## src/rtl/pipe_reg_skid.sv

```systemverilog
// pipe_reg_skid: two-entry skid-buffered pipeline stage with a registered in_ready
module pipe_reg_skid #(
  parameter int DATA_W   = 175,
  parameter bit CLR_DATA = 1'b1
) (
  input  logic              clk,
  input  logic              rst,
  input  logic              clr,
  input  logic              in_valid,
  output logic              in_ready,
  input  logic [DATA_W-1:0] in_data,
  output logic              out_valid,
  input  logic              out_ready,
  output logic [DATA_W-1:0] out_data,
  output logic [1:0]        occ
);
  logic              r_main_v, r_skid_v;
  logic [DATA_W-1:0] r_main_d, r_skid_d;
  logic              w_acc, w_rel;
  assign w_acc     = in_valid & ~r_skid_v;
  assign w_rel     = r_main_v & out_ready;
  assign in_ready  = ~r_skid_v;
  assign out_valid = r_main_v;
  assign out_data  = r_main_d;
  assign occ       = {1'b0, r_main_v} + {1'b0, r_skid_v};
  // skid can only be valid while main is valid, so the final branch covers main empty or draining
  always_ff @(posedge clk) begin
    if (rst) begin
      r_main_v <= 1'b0;
      r_skid_v <= 1'b0;
      r_main_d <= '0;
      r_skid_d <= '0;
    end else if (clr) begin
      r_main_v <= 1'b0;
      r_skid_v <= 1'b0;
      if (CLR_DATA) begin
        r_main_d <= '0;
        r_skid_d <= '0;
      end
    end else if (r_main_v & ~w_rel) begin
      if (w_acc) begin
        r_skid_d <= in_data;
        r_skid_v <= 1'b1;
      end
    end else if (r_skid_v) begin
      r_main_d <= r_skid_d;
      r_skid_v <= 1'b0;
    end else begin
      r_main_v <= w_acc;
      if (w_acc) r_main_d <= in_data;
    end
  end
endmodule

```

## config.mk

```make
export PLATFORM = sky130hd
export DESIGN_NAME = pipe_reg_skid
export DESIGN_NICKNAME = d
export VERILOG_FILES = /design/src/rtl/pipe_reg_skid.sv
export SDC_FILE = /design/constraint.sdc
export NUM_CORES = 1
export LEC_CHECK = 0
export ABC_AREA = 1
export ABC_CLOCK_PERIOD_IN_PS = 1700
export CAP_MARGIN = 40
export CORE_AREA = 2 2 209 211
export CTS_CLUSTER_DIAMETER = 40
export DETAILED_ROUTE_END_ITERATION = 8
export DIE_AREA = 0 0 211 213
export PLACE_DENSITY = 0.71
export SLEW_MARGIN = 20
export SYNTH_ARGS = -nofsm -noshare
export SYNTH_HDL_FRONTEND = slang
export SYNTH_SLANG_ARGS = --single-unit
```

## constraint.sdc

```tcl
create_clock -name clk -period 1.7 [get_ports clk]
set_input_delay 0.17 -clock clk [delete_from_list [all_inputs] [get_ports clk]]
set_output_delay 0.17 -clock clk [all_outputs]
set_load 0.01 [all_outputs]
```

# After elaboration in Yosys (flattened, before gate mapping)
# Index checks and enable logic that the tools add are counted.
[word_totals] register_bits=352 inputBits=180 out_inout_bits=179 word_cells=19
[classes] addsub=1 mux=2 bitwise=6 reduce_logical=6
[op_table] operator="$mux W175" count=2
[op_table] operator="$reduce_and A2 Y1" count=3
[op_table] operator="$and A1 B1 Y1" count=3
[op_table] operator="$not A1 Y1" count=3
[op_table] operator="$reduce_or A3 Y1" count=1
[op_table] operator="$add A1 B1 Y2" count=1
[op_table] operator="$reduce_bool A2 Y1" count=1
[op_table] operator="$reduce_or A2 Y1" count=1

# Logic depth before layout (Yosys ltp)
# Gate-level depths: netlist of run 1.
[depth] word_depth=5 ltp_mapped=9 depth_no_buf=6

# Worst setup path before layout of run 1
# Ideal clock, no wire load.
[synth_timing] path_type="register to register" startpoint="reg r_main_v (netlist: out_valid)" endpoint="reg r_skid_d[158]" setup_ns=0.113 arrival_time_ns=1.183 t_required_ns=1.587 path_slack_ns=0.404 path_stages_with_launch=8 n_path_buf=2 synth_period_minus_slack_ns=1.296 cell_sequence="dfxtp_1 inv_1 nor2_1 buf_2 buf_2 nand3_1 nand2_1 nor2_1"
[synth_between] elab_chain_len=4
[synth_lines] element="start: declaration" line_no="17" text="logic r_main_v, r_skid_v;"
[synth_lines] element="start signal: assignment" line_no="49" text="r_main_v <= w_acc;"
[synth_lines] element="$and A1 B1 Y1" line_no="21" text="assign w_rel = r_main_v & out_ready;"
[synth_lines] element="$not A1 Y1" line_no="40" text="end else if (r_main_v & ~w_rel) begin"
[synth_lines] element="$and A1 B1 Y1 (*)" line_no="40"
[synth_lines] element="$reduce_and A2 Y1 (no line) (*)"
[synth_lines] element="end signal: assignment" line_no="42" text="r_skid_d <= in_data;"
[synth_lines] element="end: declaration" line_no="18" text="logic [DATA_W-1:0] r_main_d, r_skid_d;"
# Every way passes the cells marked *; elsewhere a longest branch is shown, timed or not.
# A chain may end at the register's enable or synchronous reset.

# Worst setup path in the final report of run 1
[layout_timing] startpoint="reg r_main_d[168] (netlist: out_data[168])" endpoint="out out_data[168]"
[layout_lines] element="start: declaration" line_no="18"
[layout_lines] element="start signal: assignment" line_no="46" text="r_main_d <= r_skid_d;"
[layout_lines] element="start signal: assignment" line_no="50" text="if (w_acc) r_main_d <= in_data;"
[layout_lines] element="end: declaration" line_no="14" text="output logic [DATA_W-1:0] out_data,"
# No word-level cell between the ends.

==> results of run 1 <==
## power by group through the flow
stage	Sequential (W)	Clock (W)	Combinational, W
2_1_floorplan	0.00885	0	0.00122
6_report	0.00862	0.0121	0.00249
5_1_grt	0.00864	0.0127	0.00276
3_3_place_gp	0.00879	0	0.00248
4_1_cts	0.00862	0.0123	0.00250
3_5_place_dp	0.00879	0	0.00251
## synthesized netlist by cell type
cell type | n | area, sq um
nor2_1 | 702 | 2640
inv_1 | 354 | 1330
nor2_4 | 1 | 11.3
nand2_4 | 1 | 11.3
buf_4 | 31 | 233
inv_2 | 1 | 3.75
ha_1 | 1 | 12.5
nand2_2 | 2 | 12.5
nor2_2 | 2 | 12.5
clkbuf_1 | 29 | 109
o21ai_1 | 1 | 5.00
dfxtp_1 | 352 | 7050
buf_1 | 3 | 11.3
nand3_1 | 175 | 876
buf_2 | 89 | 445
buf_6 | 20 | 225
a21oi_1 | 1 | 5.00
o21ai_0 | 175 | 876
nand2_1 | 702 | 2640
## per-layer routing
layer	part of all wire [%]	GRT usage, %	vias to the layer above
met5	0.11	0	-
met4	2.4	6.53	8
met3	7.8	5.59	85
met2	46	33.4	540
met1	44	25.3	7358
li1	-	-	8471
## logic make-up (layout without fill, tap and decap cells)
family / count (synthesis) / in the layout / share of synthesized area, %
adder cells (fa/ha/maj): 1 / 1 / 0.0758
buffers and inverters: 527 / 888 / 14.3
AO/OA/AOI/OAI: 177 / 177 / 5.37
AND/OR/NAND/NOR: 1585 / 1585 / 37.5
flip-flops: 352 / 352 / 42.7
other: 0 / 3 / 0
## worst paths after layout
path / endpoint / slack, ns / startpoint / cells past startpoint
setup / recovery: out_data[168] / 0.05 / out_data[168] / 1
hold / removal: r_skid_d[46] / 0.24 / in_data[46] / 5
setup reg to reg: out_data[58] / 0.15 / r_skid_v / 6
hold reg to reg: r_skid_d[48] / 0.48 / r_skid_d[48] / 2
## final cells by class
type,count,area (sq um)
clock buffers,67,1500
repair buffers,427,4550
inverters,355,1330
well taps,546,683
multi-input cells,1763,7120
clock inverters,39,508
diodes,3,7.51
flip-flops and latches,352,7050
fillers,4104,19900
## registers in the layout, indices dropped and copies added (netlist names)
name / count
out_data: 175
r_skid_d: 175
r_skid_v: 1
out_valid: 1
## what timing repair did
item,CTS,global route
endpoints found under the setup margin,44,42
pin swaps,0,0
cloned,0,0
setup buffers,1,0
resized for setup,45,42
## worst reg2reg max path: cells and delay by family (launching register included)
family | cells | cell delay [ns]
AO/OA/AOI/OAI | 1 | 0.14
buffers and inverters | 2 | 0.54
AND/OR/NAND/NOR | 3 | 0.45
flip-flops | 1 | 0.36
## per-stage QoR
stage / setup TNS (ns) / util [%] / power, W / hold slack, ns
floorplan: 0 / - / 0.0101 / 0.354
global placement: -5.77 / 48.4 / 0.0113 / 0.462
detailed placement: -6.57 / 48.4 / 0.0113 / 0.471
CTS: 0 / 53.0 / 0.0234 / 0.205
global route: 0 / 53.3 / 0.0241 / 0.234
finish: 0 / 53.3 / 0.0232 / 0.242
==> summary.txt, run 1 <==
Clock network
  • Clock sinks: 352
  • CTS tree: yes
  • Max Buffers Root-to-Sink: 3
  • Worst-Skew Late Latency: 0.59 ns
  • CTS HTree Levels: 2
  • Clock Pin Slew Worst Setup and Hold Paths: 0.05 ns
  • Num CTS Buffers: 57
  • Clock root buffer: clkbuf_16
  • Cts hold-fix bufs: 0

STA
  • Final hold violation count: 0
  • Fmax: approximately 610 MHz
  • Final worst-path cycle share: between 90% and 100%
  • Worst rel slew slack: approximately 61%
  • Crit path time final: between 1.5 and 2 ns
  • RSZ-0062 raised after global routing: no
  • Worst Tran Pin Value: between 0.5 and 0.6 ns
  • Final setup vio count: 0
  • Max Slew Vio Count: 0
  • Layout Skew: ~0.016 ns
  • Final Worst Setup Slack: between 0.04 and 0.05 ns

Critical path
  • Critical Path Slowest Stage Cell: clkdlybuf4s50_1
  • Critical path type: flip-flop to primary output
  • CP Data Arrival Time: about 1.5 ns
  • Critical Path RT: roughly 1.5 ns
  • Worst path max stage delay: approximately 0.55 ns
  • CP Cell Sequence: clkdlybuf4s50_1
  • CP delay by family, top: buffers and inverters
  • Worst Path Buf+Inv: 1
  • Critical path capture point type: primary output
  • CP startpoint kind: flip-flop
  • Worst-path maximum fanout: 2

Pwr
  • Switching power: 0.00573 W
  • Maximum VDD drop: ~0.00059 V
  • Int Pwr: between 0.015 and 0.02 W
  • Sequential power share: between 30% and 40%
  • Pwr/cell area: 1020 mW/mm^2
  • Combinational power share: approximately a tenth
  • Net Sw Frac: between 20% and 30%
  • Power share of the clock group: ~52%
  • Lkg Pwr: 10.4 nW

Detailed routing
  • WL/cell: 13.1 um
  • Antenna-violating nets left: 0
  • Drt pass-1 iters: 5
  • Vias per std cell: around 4.6
  • DR DRC count: 0
  • Vias: around 16000
  • Initial detailed-routing violation count: 1106
  • Final wirelength: around 47000 um

Logic synthesis
  • #FFs+latches synth: about 350
  • Post-synthesis sequential area ratio: around 43%
  • Post-synth net total: roughly 2800
  • Post-synthesis cell type count: 19
  • Synth Cell Area: roughly 0.016 sq mm
  • Mapped Cells: roughly 2600
  • Avg Synthesized Cell Area: ~6.2 sq um
  • Yosys warns: 0

Layout
  • Area Overhead vs Synth: 38.0%
  • Share of cells above drive strength 1: 5.96%
  • Fin cells: around 3600
  • Most common library cell in the layout ignoring fill and taps: nand2_1
  • Most frequent cells in the layout: 702 x nand2_1, 701 x nor2_1, 354 x inv_1
  • Nets: approximately 3100
  • Design area: ~0.023 sq mm

Place
  • GPL Wtd Cong: between 0.8 and 0.9
  • Post-DP HPWL: slightly above 30000 um
  • Inst Count DP: between 3000 and 4000
  • Placed cell areas: ~0.021 sq mm
  • Port-buffer cells: approximately 360
  • Post-Place Worst Slack: -0.0789 ns

Global routing
  • Tot GR Track Use: slightly above 20%
  • Largest net degree at the start of global routing: 149
  • Grt total ovfl: 0
  • Vias in the first global route: approximately 15000
  • Initial antenna violation count: 6
  • First-pass GRT wire length: around 75000 um

Floorplanning
  • Starting Density: approximately 39%
  • Total core area: roughly 0.043 sq mm
  • Die Span Y: between 200 and 250 um
  • Die width: between 200 and 250 um
  • Row cnt: 76
  • Top Ports: 359
  • Die ar.: approximately 0.045 sq mm

Hold path
  • Hold Path Class: input pin to flip-flop

Job
  • Max-Cap Viols: 0

Status
  • Status: completed
Note: power is estimated with default switching activity, not from simulation.
==> run 2: changes to the inputs <==
--- a/config.mk
+++ b/config.mk
@@ -7,7 +7,7 @@
 export LEC_CHECK = 0
 export ABC_AREA = 1
 export ABC_CLOCK_PERIOD_IN_PS = 1700
-export CAP_MARGIN = 40
+export CAP_MARGIN = 20
 export CORE_AREA = 2 2 209 211
 export CTS_CLUSTER_DIAMETER = 40
 export DETAILED_ROUTE_END_ITERATION = 8
==> results of run 2 <==
No change in the layout: final DEF, timing and power equal those of run 1.
